`src/rtl/store_commit_if.sv`:
```
// Store-commit bus: ROB head store handshake plus the memory write port.
// Handshake semantics: a store is offered while store_valid_in is high and is
// consumed by the single-cycle store_read_out pulse; a memory write is offered
// while mem_req_out is high and is accepted in the cycle mem_gnt_in is high,
// after which mem_done_in marks completion.
interface store_commit_if #(
    parameter int ADDR_W   = 30,
    parameter int ROB_IX_W = 3
);
    logic                store_valid_in;
    logic [ROB_IX_W-1:0] store_ix_in;
    logic [31:0]         store_value_in;
    logic [31:0]         store_dest_in;
    logic [1:0]          store_size_in;
    logic                store_read_out;
    logic                mem_req_out;
    logic [ADDR_W-1:0]   mem_addr_out;
    logic [31:0]         mem_wdata_out;
    logic [3:0]          mem_be_out;
    logic                mem_gnt_in;
    logic                mem_done_in;

    // Environment side: ROB head and memory.
    modport master (
        output store_valid_in, store_ix_in, store_value_in, store_dest_in,
               store_size_in, mem_gnt_in, mem_done_in,
        input  store_read_out, mem_req_out, mem_addr_out, mem_wdata_out,
               mem_be_out
    );

    // Store-commit unit side.
    modport slave (
        input  store_valid_in, store_ix_in, store_value_in, store_dest_in,
               store_size_in, mem_gnt_in, mem_done_in,
        output store_read_out, mem_req_out, mem_addr_out, mem_wdata_out,
               mem_be_out
    );
endinterface

```
`src/rtl/store_commit.sv`:
```
// Store commit unit: takes the ready store at the ROB head, issues one
// byte-lane-aligned memory write, waits for completion, then acknowledges the
// ROB with a single store_read_out pulse.
// Optional feature: define STORE_MISALIGN_TRAP_EN to drop misaligned stores
// (no memory write, misaligned_out pulses alongside store_read_out).
module store_commit #(
    parameter int ADDR_W   = 30,
    parameter int ROB_IX_W = 3
) (
    input  logic                clk_in,
    input  logic                rst_in,
    store_commit_if.slave       bus,
    output logic                busy_out,
    output logic                misaligned_out,
    output logic [15:0]         commit_count_out,
    output logic [1:0]          state_out,
    output logic [ROB_IX_W-1:0] head_ix_out
);
    typedef enum logic [1:0] {S_IDLE = 2'd0, S_REQ = 2'd1, S_WAIT = 2'd2, S_ACK = 2'd3} state_t;

    state_t              r_state;
    state_t              w_next;
    logic [ADDR_W-1:0]   r_addr;
    logic [31:0]         r_wdata;
    logic [3:0]          r_be;
    logic [ROB_IX_W-1:0] r_ix;
    logic                r_drop;
    logic [15:0]         r_count;
    logic [3:0]          w_be;
    logic [31:0]         w_wdata;
    logic                w_drop;
    logic                w_req;
    logic                w_read;
    logic                w_busy;

    // Lane steering: byte enables and replicated write data from size and low address bits.
    always_comb begin
        w_be    = 4'b1111;
        w_wdata = bus.store_value_in;
        case (bus.store_size_in)
            2'd0: begin
                w_be    = 4'b0001 << bus.store_dest_in[1:0];
                w_wdata = {4{bus.store_value_in[7:0]}};
            end
            2'd1: begin
                w_be    = bus.store_dest_in[1] ? 4'b1100 : 4'b0011;
                w_wdata = {2{bus.store_value_in[15:0]}};
            end
            default: begin
                w_be    = 4'b1111;
                w_wdata = bus.store_value_in;
            end
        endcase
    end

`ifdef STORE_MISALIGN_TRAP_EN
    logic w_misaligned;

    // Misalignment: half on an odd byte, word (or reserved size) off a word boundary.
    always_comb begin
        w_misaligned = 1'b0;
        case (bus.store_size_in)
            2'd0:    w_misaligned = 1'b0;
            2'd1:    w_misaligned = bus.store_dest_in[0];
            default: w_misaligned = |bus.store_dest_in[1:0];
        endcase
    end

    assign w_drop = w_misaligned;
`else
    // Misaligned stores are written with the low address bits truncated.
    assign w_drop = 1'b0;
`endif

    // State register.
    always_ff @(posedge clk_in) begin
        if (!rst_in) begin
            r_state <= S_IDLE;
        end else begin
            r_state <= w_next;
        end
    end

    // Next state: valid is only looked at in IDLE; done only in WAIT.
    always_comb begin
        w_next = r_state;
        case (r_state)
            S_IDLE: if (bus.store_valid_in) w_next = w_drop ? S_ACK : S_REQ;
            S_REQ:  if (bus.mem_gnt_in)     w_next = S_WAIT;
            S_WAIT: if (bus.mem_done_in)    w_next = S_ACK;
            S_ACK:  w_next = S_IDLE;
            default: w_next = S_IDLE;
        endcase
    end

    // Outputs decoded from state.
    always_comb begin
        w_req  = 1'b0;
        w_read = 1'b0;
        w_busy = 1'b1;
        case (r_state)
            S_IDLE: w_busy = 1'b0;
            S_REQ:  w_req  = 1'b1;
            S_WAIT: w_req  = 1'b0;
            S_ACK:  w_read = 1'b1;
            default: w_busy = 1'b0;
        endcase
    end

    // Capture the head store in IDLE; held stable through REQ and after completion.
    always_ff @(posedge clk_in) begin
        if (!rst_in) begin
            r_addr  <= '0;
            r_wdata <= '0;
            r_be    <= '0;
            r_ix    <= '0;
            r_drop  <= 1'b0;
        end else if (r_state == S_IDLE && bus.store_valid_in) begin
            r_addr  <= bus.store_dest_in[ADDR_W+1:2];
            r_wdata <= w_wdata;
            r_be    <= w_be;
            r_ix    <= bus.store_ix_in;
            r_drop  <= w_drop;
        end
    end

    // Commit counter: one per ROB acknowledge, wraps at 16 bits.
    always_ff @(posedge clk_in) begin
        if (!rst_in) begin
            r_count <= '0;
        end else if (r_state == S_ACK) begin
            r_count <= r_count + 16'd1;
        end
    end

    assign bus.mem_req_out    = w_req;
    assign bus.store_read_out = w_read;
    assign bus.mem_addr_out   = r_addr;
    assign bus.mem_wdata_out  = r_wdata;
    assign bus.mem_be_out     = r_be;
    assign busy_out           = w_busy;
    assign misaligned_out     = w_read & r_drop;
    assign commit_count_out   = r_count;
    assign state_out          = r_state;
    assign head_ix_out        = r_ix;
endmodule

```
`src/flat_wrapper.sv`:
```
// flat-port wrapper written by rule: the top's interface ports become plain ports
module store_commit_flat 
#(
    parameter int ADDR_W   = 30,
    parameter int ROB_IX_W = 3
)
  (clk_in, rst_in, busy_out, misaligned_out, commit_count_out, state_out, head_ix_out, bus_store_valid_in, bus_store_ix_in, bus_store_value_in, bus_store_dest_in, bus_store_size_in, bus_mem_gnt_in, bus_mem_done_in, bus_store_read_out, bus_mem_req_out, bus_mem_addr_out, bus_mem_wdata_out, bus_mem_be_out);
  store_commit_if #(.ADDR_W(ADDR_W), .ROB_IX_W(ROB_IX_W)) bus_i ();
  input  logic clk_in;
  input  logic rst_in;
  output logic busy_out;
  output logic misaligned_out;
  output logic [15:0] commit_count_out;
  output logic [1:0] state_out;
  output logic [ROB_IX_W-1:0] head_ix_out;
  input wire logic [$bits(bus_i.store_valid_in)-1:0] bus_store_valid_in;
  input wire logic [$bits(bus_i.store_ix_in)-1:0] bus_store_ix_in;
  input wire logic [$bits(bus_i.store_value_in)-1:0] bus_store_value_in;
  input wire logic [$bits(bus_i.store_dest_in)-1:0] bus_store_dest_in;
  input wire logic [$bits(bus_i.store_size_in)-1:0] bus_store_size_in;
  input wire logic [$bits(bus_i.mem_gnt_in)-1:0] bus_mem_gnt_in;
  input wire logic [$bits(bus_i.mem_done_in)-1:0] bus_mem_done_in;
  output wire logic [$bits(bus_i.store_read_out)-1:0] bus_store_read_out;
  output wire logic [$bits(bus_i.mem_req_out)-1:0] bus_mem_req_out;
  output wire logic [$bits(bus_i.mem_addr_out)-1:0] bus_mem_addr_out;
  output wire logic [$bits(bus_i.mem_wdata_out)-1:0] bus_mem_wdata_out;
  output wire logic [$bits(bus_i.mem_be_out)-1:0] bus_mem_be_out;
  assign bus_i.store_valid_in = bus_store_valid_in;
  assign bus_i.store_ix_in = bus_store_ix_in;
  assign bus_i.store_value_in = bus_store_value_in;
  assign bus_i.store_dest_in = bus_store_dest_in;
  assign bus_i.store_size_in = bus_store_size_in;
  assign bus_i.mem_gnt_in = bus_mem_gnt_in;
  assign bus_i.mem_done_in = bus_mem_done_in;
  assign bus_store_read_out = bus_i.store_read_out;
  assign bus_mem_req_out = bus_i.mem_req_out;
  assign bus_mem_addr_out = bus_i.mem_addr_out;
  assign bus_mem_wdata_out = bus_i.mem_wdata_out;
  assign bus_mem_be_out = bus_i.mem_be_out;
  store_commit #(.ADDR_W(ADDR_W), .ROB_IX_W(ROB_IX_W)) u_core (.clk_in(clk_in), .rst_in(rst_in), .bus(bus_i), .busy_out(busy_out), .misaligned_out(misaligned_out), .commit_count_out(commit_count_out), .state_out(state_out), .head_ix_out(head_ix_out));
endmodule
```
`config.mk`:
```
export PLATFORM = sky130hd
export DESIGN_NAME = store_commit_flat
export DESIGN_NICKNAME = d
export VERILOG_FILES = /design/src/rtl/store_commit_if.sv /design/src/rtl/store_commit.sv /design/src/flat_wrapper.sv
export SDC_FILE = /design/constraint.sdc
export NUM_CORES = 1
export LEC_CHECK = 0
export ABC_AREA = 0
export ABC_CLOCK_PERIOD_IN_PS = 4600
export BUFFER_PORTS_ARGS = -buffer_cell sky130_fd_sc_hd__buf_2
export CAP_MARGIN = 20
export CORE_MARGIN = 2
export CORE_UTILIZATION = 50
export DETAILED_ROUTE_END_ITERATION = 8
export GPL_TIMING_DRIVEN = 0
export PLACE_DENSITY_LB_ADDON = 0.15
export SLEW_MARGIN = 30
export SYNTH_ARGS = -nofsm -noshare
export SYNTH_HDL_FRONTEND = slang
export SYNTH_SLANG_ARGS = --single-unit
```
`constraint.sdc`:
```
create_clock -name clk_in -period 4.6 [get_ports clk_in]
set_input_delay 0.23 -clock clk_in [delete_from_list [all_inputs] [get_ports clk_in]]
set_output_delay 0.23 -clock clk_in [all_outputs]
set_load 0.01 [all_outputs]
```
==> flow_summary.yaml <==
logic_synthesis:
  syn_area_sq_um: 3580
  ys_ff_latch: 87
  synth.top_cells.by_area: "dfxtp_1, nand2_1, a21oi_1"
  syn_inst: 444
  ys_seq_area_frac: 0.486
  yosysTopAreaCellShare: 0.486
  postSynth.asyncResetShare: 0
  syn_area_per_cell_sq_um: 8.07
  ys.flop_type: "dfxtp_1"
  syn-num-nets: 523
  synth_cell_types: 31
  yosysTopAreaCell: "dfxtp_1"
  yosysWarnings: 0
  synth-edff-count: 0
floorplan:
  io_pins: 165
  rows: 30
  die-area_sq_um: 7860
  die-height_microns: 88.7
  start_util: 0.522
  fp.dieW_microns: 88.7
  coreArea_sq_um: 6870
critical_path:
  crit_required_ns: 4.88
  critPathLaunchType: "register"
  cp_max_fo: 10
  worstPathArrival_ns: 2.19
  path_class: "register to register"
  crit_path_end_kind: "register"
grt:
  grt_pass1_wl_microns: 15000
  grt_antenna_before_repair: 0
  grt_max_degree: 15
  grt_pass1_vias: 3340
  grt_usage: 0.244
  grt_remaining_overflow: 0
power_and_ir_drop:
  power.total_mw: 2.24
  ir_drop_mv: 0.291
  p_per_area_nw_per_um2: 476
  power_leakage_nw: 2.24
flow_run:
  max_cap_viol_count: 0
route:
  ant_nets: 0
  first_pass_iters: 4
  vias: 3633
  routed_wl_microns: 9720
  drc: 0
  routed_via_density: 5.07
  drtIter0Drc: 148
  wire_per_inst_microns: 13.6
clock_network:
  cts-root-buf: "clkbuf_8"
  cts_buffers: 9
  clock_latency_ns: 0.36
  htree_levels: 3
  post_cts_buffers: 0
  ctsHoldBuffers: 0
  cts_buffer_depth: 2
  cts-resized-gates: 0
  clk_pin_slew_ns: 0.09
  cts_tree: "done"
  cts_sinks: 87
place:
  placed_area_sq_um: 4510
  io_buffers: 161
  hpwl_microns: 7360
  place.gp.congestion: 0.839
finish:
  drive_gt1_frac: 0.308
  final_cell_mix: "buf_2, nand2_1, dfxtp_1"
  postLayoutCellArea_sq_um: 4710
  diodes: 0
  final_common_cell: "buf_2"
  final_nets: 695
  area_growth_pct: 31.4
hold_path:
  hold_path.class: "input pin to register"
sta:
  worstMarginPinSlew_ns: 0.596
  finClkSkew_ns: 0.0138
  slew_headroom: 0.603
  finalSetupViolCount: 0
  fin_setup_tns_ns: 0
  hold_viol: 0
  maxSlewViolCount: 0
  max_freq_mhz: 523
  final.period_utilization: 0.416
  period_minus_slack_ns: 1.91
  rsz0062_at_grt: "false"
run_status:
  status: "finished, final reports clean"
## cells in the mapped netlist (5+ instances only)
| master | number |
|---|---|
| a211oi_1 | 8 |
| a21oi_1 | 54 |
| a311oi_1 | 8 |
| buf_2 | 7 |
| clkbuf_1 | 20 |
| dfxtp_1 | 87 |
| ha_1 | 5 |
| inv_1 | 7 |
| mux2i_1 | 21 |
| nand2_1 | 126 |
| nand2b_1 | 5 |
| nor2_1 | 34 |
| o21ai_0 | 22 |
| xor2_1 | 6 |
## power by group
group / switching (mW) / total, mW / internal (mW)
clock: 0.269 / 0.534 / 0.265
combinational: 0.456 / 0.738 / 0.282
sequential: 0.0743 / 0.971 / 0.897
total: 0.799 / 2.24 / 1.44
## stage by stage
stage / util / worst slack, ns / hold slack, ns / cells
after global placement: 0.656 / 2.79 / 0.439 / 701
after detailed placement: 0.656 / 2.69 / 0.443 / 701
after global routing: 0.685 / 2.51 / 0.0907 / 717
after CTS: 0.685 / 2.68 / 0.0988 / 717
after floorplan: - / 2.78 / 0.364 / 444
final: 0.685 / 2.69 / 0.102 / 717
## final timing paths
path,from,to,slack [ns],cells past startpoint
worst max-delay path,u_core.state_out[1],u_core.bus.mem_wdata_out[29],2.69,8
worst min-delay path,bus_store_dest_in[19],u_core.bus.mem_addr_out[17],0.10,3
worst max register to register,u_core.state_out[1],u_core.bus.mem_wdata_out[29],2.69,8
worst min register to register,u_core.bus.mem_addr_out[10],u_core.bus.mem_addr_out[10],0.45,2
## state kept, by name, summed over array words and instances, names as in the netlist
register	flops
u_core.commit_count_out	16
u_core.bus.mem_wdata_out	32
u_core.bus.mem_be_out	4
u_core.bus.mem_addr_out	30
u_core.head_ix_out	3
u_core.state_out	2
## cell families after synthesis
family	Yosys count	share of synthesized area
other	1	0.00105
buffers and inverters	39	0.0454
flip-flops	87	0.486
AND/OR/NAND/NOR	186	0.218
adder cells (fa/ha/maj)	5	0.0175
multiplexers	21	0.0587
AO/OA/AOI/OAI	95	0.149
XOR/XNOR	10	0.0244
## worst max-delay path, stage by stage, from the launching register on
cell and delay [ns]:
dfxtp_1 0.36, inv_1 0.10, ha_1 0.22, inv_1 0.08
nor2_1 0.29, buf_2 0.30, buf_2 0.27, nand2_1 0.09
a21oi_1 0.14
## layer usage
| layer | GRT usage | up-vias | part of all wire |
|---|---|---|---|
| li1 | - | 1825 | - |
| met1 | 0.302 | 1661 | 0.43 |
| met2 | 0.397 | 127 | 0.48 |
| met3 | 0.0746 | 20 | 0.074 |
| met4 | 0.0978 | 0 | 0.021 |
| met5 | 0 | - | 0 |
## layout make-up
| class | instances | area, sq um |
|---|---|---|
| Clock inverter | 5 | 57.6 |
| Inverter | 8 | 30.0 |
| Sequential cell | 87 | 1740 |
| Fill cell | 625 | 2160 |
| Buffer | 31 | 133 |
| Timing Repair Buffer | 161 | 806 |
| Tap cell | 96 | 120 |
| Multi-Input combinational cell | 318 | 1680 |
| Clock buffer | 11 | 141 |
No activity file was read; power rests on OpenSTA's default activity.
